`src/rtl/parking_meter_ctrl_if.sv`:
```
// Signal bundle between the parking meter controller and its environment.
// The master drives the coin/button/timer inputs; the controller is the slave.
interface parking_meter_ctrl_if #(
    parameter int CNT_W = 4
);
    logic             s;
    logic             h;
    logic             d;
    logic             c;
    logic             t;
    logic             p;
    logic             ct;
    logic             rej;
    logic [CNT_W-1:0] L;
    logic [2:0]       state;

    modport master (
        output s, h, d, c, t,
        input  p, ct, rej, L, state
    );

    modport slave (
        input  s, h, d, c, t,
        output p, ct, rej, L, state
    );
endinterface

```
`src/rtl/parking_meter_ctrl.sv`:
```
// Parking meter controller: collects 50c/100c coins as timer credit, then runs
// one external timer cycle per credited unit, accepting top-up coins meanwhile.
module parking_meter_ctrl #(
    parameter int CNT_W      = 4,
    parameter int MAX_UNITS  = 15,
    parameter int HALF_VAL   = 1,
    parameter int DOLLAR_VAL = 2
) (
    input logic                 clk,
    input logic                 rst_n,
    parking_meter_ctrl_if.slave bus
);
    localparam int SUM_W = CNT_W + 1;
    localparam logic [SUM_W-1:0] HALF_EXT   = SUM_W'(HALF_VAL);
    localparam logic [SUM_W-1:0] DOLLAR_EXT = SUM_W'(DOLLAR_VAL);
    localparam logic [SUM_W-1:0] MAX_EXT    = SUM_W'(MAX_UNITS);

    typedef enum logic [2:0] {
        IDLE      = 3'd0,
        COLLECT   = 3'd1,
        ARM       = 3'd2,
        WAIT_RUN  = 3'd3,
        WAIT_DONE = 3'd4
    } state_t;

    state_t           state_q;
    state_t           state_next;
    logic [CNT_W-1:0] l_q;
    logic [CNT_W-1:0] l_next;
    logic             h_q;
    logic             d_q;
    logic             p_q;
    logic             ct_q;
    logic             rej_q;

    logic             h_edge;
    logic             d_edge;
    logic             coin_any;
    logic             accepting;
    logic             decrement;
    logic             fits;
    logic [SUM_W-1:0] coin_val;
    logic [SUM_W-1:0] base;
    logic [SUM_W-1:0] sum;

    // The credit check is made against the count after any same-cycle
    // decrement, so a top-up on the closing edge of a timer cycle can still fit.
    always_comb begin
        h_edge    = bus.h & ~h_q;
        d_edge    = bus.d & ~d_q;
        coin_any  = h_edge | d_edge;
        coin_val  = d_edge ? DOLLAR_EXT : HALF_EXT;
        accepting = ((state_q == COLLECT) && !bus.c) ||
                    (state_q == WAIT_RUN) || (state_q == WAIT_DONE);
        decrement = (state_q == WAIT_DONE) && bus.t && (l_q != '0);
        base      = {1'b0, l_q} - SUM_W'(decrement);
        sum       = base + coin_val;
        fits      = (sum <= MAX_EXT);
        l_next    = (accepting && coin_any && fits) ? sum[CNT_W-1:0] : base[CNT_W-1:0];
    end

    always_comb begin
        state_next = state_q;
        case (state_q)
            IDLE:      if (bus.s) state_next = COLLECT;
            COLLECT: begin
                if (bus.c)       state_next = IDLE;
                else if (!bus.s) state_next = (l_next != '0) ? ARM : IDLE;
            end
            ARM:       state_next = WAIT_RUN;
            WAIT_RUN:  if (!bus.t) state_next = WAIT_DONE;
            WAIT_DONE: if (bus.t) state_next = (l_next == '0) ? IDLE : ARM;
            default:   state_next = IDLE;
        endcase
    end

    // p and ct are registered from the next state so they line up with state.
    always_ff @(posedge clk or negedge rst_n) begin
        if (!rst_n) begin
            state_q <= IDLE;
            l_q     <= '0;
            h_q     <= 1'b0;
            d_q     <= 1'b0;
            p_q     <= 1'b0;
            ct_q    <= 1'b0;
            rej_q   <= 1'b0;
        end else begin
            h_q     <= bus.h;
            d_q     <= bus.d;
            state_q <= state_next;
            p_q     <= (state_next == ARM) || (state_next == WAIT_RUN) ||
                       (state_next == WAIT_DONE);
            ct_q    <= (state_next == ARM);
            rej_q   <= accepting && coin_any && (!fits || (h_edge && d_edge));
            case (state_q)
                COLLECT:             l_q <= bus.c ? '0 : l_next;
                WAIT_RUN, WAIT_DONE: l_q <= l_next;
                ARM:                 l_q <= l_q;
                default:             l_q <= '0;
            endcase
        end
    end

    assign bus.state = state_q;
    assign bus.L     = l_q;
    assign bus.p     = p_q;
    assign bus.ct    = ct_q;
    assign bus.rej   = rej_q;
endmodule

```
`src/flat_wrapper.sv`:
```
// flat-port wrapper written by rule: the top's interface ports become plain ports
module parking_meter_ctrl_flat 
#(
    parameter int CNT_W      = 4,
    parameter int MAX_UNITS  = 15,
    parameter int HALF_VAL   = 1,
    parameter int DOLLAR_VAL = 2
)
  (clk, rst_n, bus_s, bus_h, bus_d, bus_c, bus_t, bus_p, bus_ct, bus_rej, bus_L, bus_state);
  parking_meter_ctrl_if #(.CNT_W(CNT_W)) bus_i ();
  input logic clk;
  input logic rst_n;
  input wire logic [$bits(bus_i.s)-1:0] bus_s;
  input wire logic [$bits(bus_i.h)-1:0] bus_h;
  input wire logic [$bits(bus_i.d)-1:0] bus_d;
  input wire logic [$bits(bus_i.c)-1:0] bus_c;
  input wire logic [$bits(bus_i.t)-1:0] bus_t;
  output wire logic [$bits(bus_i.p)-1:0] bus_p;
  output wire logic [$bits(bus_i.ct)-1:0] bus_ct;
  output wire logic [$bits(bus_i.rej)-1:0] bus_rej;
  output wire logic [$bits(bus_i.L)-1:0] bus_L;
  output wire logic [$bits(bus_i.state)-1:0] bus_state;
  assign bus_i.s = bus_s;
  assign bus_i.h = bus_h;
  assign bus_i.d = bus_d;
  assign bus_i.c = bus_c;
  assign bus_i.t = bus_t;
  assign bus_p = bus_i.p;
  assign bus_ct = bus_i.ct;
  assign bus_rej = bus_i.rej;
  assign bus_L = bus_i.L;
  assign bus_state = bus_i.state;
  parking_meter_ctrl #(.CNT_W(CNT_W), .MAX_UNITS(MAX_UNITS), .HALF_VAL(HALF_VAL), .DOLLAR_VAL(DOLLAR_VAL)) u_core (.clk(clk), .rst_n(rst_n), .bus(bus_i));
endmodule
```
`config.mk`:
```
export PLATFORM = sky130hd
export DESIGN_NAME = parking_meter_ctrl_flat
export DESIGN_NICKNAME = d
export VERILOG_FILES = /design/src/rtl/parking_meter_ctrl_if.sv /design/src/rtl/parking_meter_ctrl.sv /design/src/flat_wrapper.sv
export SDC_FILE = /design/constraint.sdc
export NUM_CORES = 1
export LEC_CHECK = 0
export CAP_MARGIN = 15
export CORE_MARGIN = 4
export CORE_UTILIZATION = 46
export CTS_CLUSTER_DIAMETER = 40
export DETAILED_ROUTE_END_ITERATION = 8
export PLACE_DENSITY = 0.79
export SLEW_MARGIN = 20
export SYNTH_ARGS = -nofsm -noshare
export SYNTH_HDL_FRONTEND = slang
export SYNTH_SLANG_ARGS = --single-unit
```
`constraint.sdc`:
```
create_clock -name clk -period 3.1 [get_ports clk]
set_clock_uncertainty 0.2 [all_clocks]
set_input_delay 0.465 -clock clk [delete_from_list [all_inputs] [get_ports clk]]
set_output_delay 0.465 -clock clk [all_outputs]
set_load 0.01 [all_outputs]
```
Word-level counts from Yosys, hierarchy flattened:

Index checks and enable logic that the tools add are counted.

* magnitude comparators: 1
* muxes and demuxes: 12
* reduce and logical (&&, ||, !) cells: 19
* div/mod/pow operators: 0
* multiply operators: 0
* bitwise gates (word level): 5
* equality and inequality tests: 7
* shift operators: 0
* add/sub/neg operators: 2

Operator list (number)
* $mux W3: 5
* $pmux W3 S5: 1
* $eq A3 B2 Y1 const B: 4
* $pmux W4 S3: 1
* $mux W4: 2
* $reduce_bool A4 Y1: 2
* $logic_and A1 B1 Y1: 7
* $eq A3 B3 Y1 const B: 2
* $mux W2: 3
* $add A5 B5 Y5: 1
* $le A5 B4 Y1 const B: 1
* $logic_or A1 B1 Y1: 5
* $sub A4 B1 Y5: 1
* $logic_not A4 Y1: 1
* $eq A3 B1 Y1 const B: 1
* $logic_not A3 Y1: 1
* $and A1 B1 Y1: 2
* $logic_not A1 Y1: 2
* $not A1 Y1: 2
* $reduce_or A2 Y1: 1
* $or A1 B1 Y1: 1

* flip-flop bits (word level): 12
* input bits: 7
* memories: 0
* bits in latches: 0
* output and inout port bits: 10
* bits in read-only memories: 0
* RAM bits: 0
* word-level logic and storage cells: 53

Logic depth before layout (Yosys ltp):

* depth after elaboration: 16
* mapped depth: 13
* mapped depth without buffers: 12

Worst setup path after synthesis:

OpenSTA, ideal clock, no wires.

* path kind: register to register
* start: register u_core.state_q[1] (netlist: u_core.bus.state[1])
* end: register u_core.state_q[1] (netlist: u_core.bus.state[1])
* buffers on the path: 1
* slack: 0.100 ns
* setup time: 0.137 ns
* cell stages (with the launch flop): 14
* period minus slack after synthesis: 3.000 ns
* arrival: 2.663 ns
* cell sequence: dfrtp_1 -> buf_2 -> nand4bb_1 -> a21oi_1 -> ha_1 -> inv_1 -> ha_1 -> inv_1 -> fa_1 -> a211oi_2 -> o31a_1 -> nor3b_1 -> a31oi_2 -> o211ai_1

* longest elaborated chain between the ends: 13

RTL lines
* start, declared: RTL line parking_meter_ctrl.sv:26 `state_t state_q;`
* start signal, assigned: RTL line parking_meter_ctrl.sv:90 `state_q <= state_next;`
* $eq A3 B3 Y1: RTL line parking_meter_ctrl.sv:54, parking_meter_ctrl.sv:55, parking_meter_ctrl.sv:64
* $logic_and A1 B1 Y1 (2 in series): RTL line parking_meter_ctrl.sv:55 `decrement = (state_q == WAIT_DONE) && bus.t && (l_q != '0);`
* $sub A4 B1 Y5: RTL line parking_meter_ctrl.sv:56 `base = {1'b0, l_q} - SUM_W'(decrement);`
* $add A5 B5 Y5: RTL line parking_meter_ctrl.sv:57 `sum = base + coin_val;`
* $le A5 B4 Y1: RTL line parking_meter_ctrl.sv:58 `fits = (sum <= MAX_EXT);`
* $logic_and A1 B1 Y1: RTL line parking_meter_ctrl.sv:59 `l_next = (accepting && coin_any && fits) ? sum[CNT_W-1:0] : base[CNT_W-1:0];`
* $mux W4: RTL line parking_meter_ctrl.sv:59
* $reduce_bool A4 Y1: RTL line parking_meter_ctrl.sv:68 `else if (!bus.s) state_next = (l_next != '0) ? ARM : IDLE;`
* $mux W2: RTL line parking_meter_ctrl.sv:68
* $mux W3: RTL line parking_meter_ctrl.sv:68
* $mux W3: RTL line parking_meter_ctrl.sv:67 `if (bus.c) state_next = IDLE;`
* $pmux W3 S5 (*): RTL line parking_meter_ctrl.sv:64 `case (state_q)`
* via u_core.state_next[1]: RTL line parking_meter_ctrl.sv:27 `state_t state_next;`

Mark *: on every way through the listed nets, which the timed path passes. The rest lies on a longest branch.
A chain may end at the register's enable or synchronous reset.

Final worst setup path:

* start: register u_core.state_q[1] (netlist: u_core.bus.state[1])
* end: register u_core.p_q (netlist: u_core.bus.p)

* longest elaborated chain between the ends: 16

RTL lines
* $eq A3 B3 Y1: RTL line parking_meter_ctrl.sv:54, parking_meter_ctrl.sv:55, parking_meter_ctrl.sv:64
* $logic_and A1 B1 Y1 (2 in series): RTL line parking_meter_ctrl.sv:55
* $sub A4 B1 Y5: RTL line parking_meter_ctrl.sv:56
* $add A5 B5 Y5: RTL line parking_meter_ctrl.sv:57
* $le A5 B4 Y1: RTL line parking_meter_ctrl.sv:58
* $logic_and A1 B1 Y1: RTL line parking_meter_ctrl.sv:59
* $mux W4: RTL line parking_meter_ctrl.sv:59
* $reduce_bool A4 Y1: RTL line parking_meter_ctrl.sv:68
* $mux W2: RTL line parking_meter_ctrl.sv:68
* $mux W3: RTL line parking_meter_ctrl.sv:68
* $mux W3: RTL line parking_meter_ctrl.sv:67
* $pmux W3 S5 (*): RTL line parking_meter_ctrl.sv:64
* $eq A3 B2 Y1: RTL line parking_meter_ctrl.sv:91 `p_q <= (state_next == ARM) || (state_next == WAIT_RUN) ||`
* $logic_or A1 B1 Y1: RTL line parking_meter_ctrl.sv:91
* $logic_or A1 B1 Y1 (*): RTL line parking_meter_ctrl.sv:91
* end signal, assigned: RTL line parking_meter_ctrl.sv:91
* end, declared: RTL line parking_meter_ctrl.sv:32 `logic p_q;`

Every way passes the cells marked *; elsewhere a longest branch is shown, timed or not.

==> impl_metrics.yaml <==
global_routing:
  grt_max_degree: 15
  grt_pass1_vias: 1042
  grt_overflow: 0
  antenna_found_initial: 0
  grt_pass1_wl_um: 4450
  grt.total_usage_pct: 21.92
pwr:
  ir_worst_vdd_mv: 0.5244
  p_per_area_nw_per_um2: 492.4
  p_leak_nw: 0.5920
layout:
  seqCellArea_um2: 300.3
  fillers: 162
  final_cell_mix: "28 x buf_4, 15 x clkdlybuf4s50_1, 12 x nor2_1, 12 x dfrtp_1"
  layout_commonest_cell: "buf_4"
  layout-drive-gt1-share_pct: 32.24
  nNetsFinal: 165
  n_antenna_cell: 0
  post-route-util_pct: 71.75
  multi_input_area_um2: 648.1
  synthToLayoutAreaGrowth_pct: 49.20
placement:
  gp_congestion: 0.8934
  port_buffers: 16
  dp_hpwl_um: 1977
logic_synthesis:
  yosys.cell_types.count: 42
  synth_edf_count: 0
  synth_nets: 119
  syn_area_per_cell_um2: 8.735
  synth_seq_cells: 12
  ys.flop_type: "dfrtp_1"
  synthArstFlopShare_pct: 100.0
  ys_warn_count: 0
  synthCells: 108
  ys_seq_area_share_pct: 31.83
  synthesis.area_um2: 943.4
floorplan:
  pin_count: 17
  dieArea_um2: 2839
  start_util_pct: 48.09
  die_h_um: 53.29
  rows: 16
  die_w_um: 53.29
  core_area_um2: 1962
critical_path:
  crit_type: "register to register"
  max_stage_delay_ns: 0.40
  cpMostUsedCell: "buf_4"
  path_cells: "nand4bb_4, buf_4, buf_4, buf_4, buf_4, buf_4, buf_4, buf_4, buf_4, buf_4, buf_4, nor3_1, o32a_1, a21oi_2, a31oi_2, nand4_1"
  crit_arrival_ns: 2.92
  critPathSlowestCell: "dfrtp_1"
  crit_family: "buffers and inverters"
  cp_max_fo: 3
  endpoint_kind: "register"
  crit_buf_inv: 10
  crit_required_ns: 3.04
  start_kind: "register"
sta:
  slew_violations: 0
  fmax_mhz: 336.4
  timing.hold.ws_ns: 0.3487
  finalCritPeriodShare_pct: 95.88
  min_period_ns: 2.972
  finalHoldViolCount: 0
  finalSetupViolations: 0
  relSlewSlack_pct: 55.08
  worst_pin_slew_ns: 0.6713
routing:
  drt_first_iter_violations: 50
  drtAntennaViolNets: 0
  first_pass_iters: 4
  wl_per_cell_um: 16.25
  finalWirelength_um: 2909
  vias: 1037
  via_per_inst: 5.793
  route.detailed.drc: 0
run:
  drv_cap: 0
cts:
  clockBufferDepth: 2
  cts_buffers: 3
  tritoncts: "yes"
  clock_latency_ns: 0.28
  cts_root_buf: "clkbuf_4"
  cts.sinks: 12
  htree_num_levels: 1
  clk_pin_slew_worst_paths_ns: 0.08
worst_hold_path:
  hold_path.class: "input port to asynchronous set/reset pin"
status:
  outcome: "finished, final reports clean"
## layout make-up
class	instances	share of cell area (%)
clock buffer	3	1.600
inverter	9	2.400
multi-input combinational	84	46.04
sequential	12	21.33
tap	27	2.400
timing repair buffer	44	26.22
## synth_stat cells (2+ instances only)
library cell	count	area share, %
or2_2	2	1.3
nor3b_1	3	2.4
o211ai_1	3	2.4
ha_1	3	4.0
o21ai_0	5	2.7
nand3_1	2	1.1
clkbuf_1	2	0.80
inv_1	9	3.6
nor2b_1	2	1.3
nor2_1	12	4.8
nand2b_1	2	1.3
dfrtp_1	12	32
a41o_1	2	2.1
nor3_1	3	1.6
a211oi_1	3	2.4
nand2_1	8	3.2
mux2i_1	2	2.1
a21oi_1	9	4.8
## state kept, by name, summed over array words and instances (netlist names)
name / flops
u_core.bus.ct: 1
u_core.bus.p: 1
u_core.h_q: 1
u_core.bus.state: 3
u_core.bus.rej: 1
u_core.bus.L: 4
u_core.d_q: 1
## power breakdown
part           internal [mW]  switching [mW]  leakage (nW)
sequential             0.181          0.0148         0.159
combinational          0.185           0.210         0.419
clock                 0.0451          0.0566        0.0138
total                  0.412           0.281         0.592
## kinds of logic after synthesis
group	count (synthesis)	synth area share, %
fa+ha+maj	4	6.101
flops	12	31.83
compound gates	34	27.32
buf+inv	12	4.907
mux	2	2.122
simple gates	43	26.79
xor+xnor	1	0.9286
## worst reg2reg max path, cell delays in order (launching register included)
cell	delay, ns
dfrtp_1	0.40
nand4bb_4	0.24
buf_4	0.15
buf_4	0.12
buf_4	0.12
buf_4	0.13
buf_4	0.13
buf_4	0.12
buf_4	0.12
buf_4	0.12
buf_4	0.12
buf_4	0.13
nor3_1	0.17
o32a_1	0.19
a21oi_2	0.05
a31oi_2	0.22
nand4_1	0.12
## layer usage
layer	track usage, %	vias up	share of wire [%]
li1	-	490	-
met1	22.60	502	38
met2	42.04	37	53
met3	4.789	8	5.0
met4	8.085	0	3.8
met5	0	-	0
## metrics by stage
step / cells / setup TNS [ns] / power, mW / area, um^2 / setup slack [ns]
after floorplan: 108 / 0 / 0.3982 / 943.4 / 0.09990
after global placement: 164 / -1.559 / 0.5449 / 1245 / -0.2891
after detailed placement: 164 / -2.333 / 0.5520 / 1245 / -0.4115
after CTS: 179 / 0 / 0.6730 / 1380 / 0.1204
after global routing: 179 / -0.04980 / 0.7348 / 1408 / -0.03328
final: 179 / 0 / 0.6932 / 1408 / 0.1276
## worst paths after layout
check / from / to / slack (ns) / cells past startpoint
worst min register to register: u_core.h_q$_DFF_PN0_ / u_core.bus.rej$_DFF_PN0_ / 0.38 / 3
worst max register to register: u_core.bus.state[1]$_DFF_PN0_ / u_core.bus.p$_DFF_PN0_ / 0.13 / 16
min in group clk: u_core.h_q$_DFF_PN0_ / u_core.bus.rej$_DFF_PN0_ / 0.38 / 3
max in group asynchronous: rst_n / u_core.bus.ct$_DFF_PN0_ / 1.97 / 1
worst max-delay path: u_core.bus.state[1]$_DFF_PN0_ / u_core.bus.p$_DFF_PN0_ / 0.13 / 16
worst min-delay path: rst_n / u_core.d_q$_DFF_PN0_ / 0.35 / 1
## timing repair
item	CTS	global route
pin swaps	7	2
hold endpoints to repair	0	0
hold buffers	0	0
resized for setup	7	4
cloned	0	0
setup endpoints to repair	5	3
buffers inserted	12	0
(Power assumes the default switching activity.)
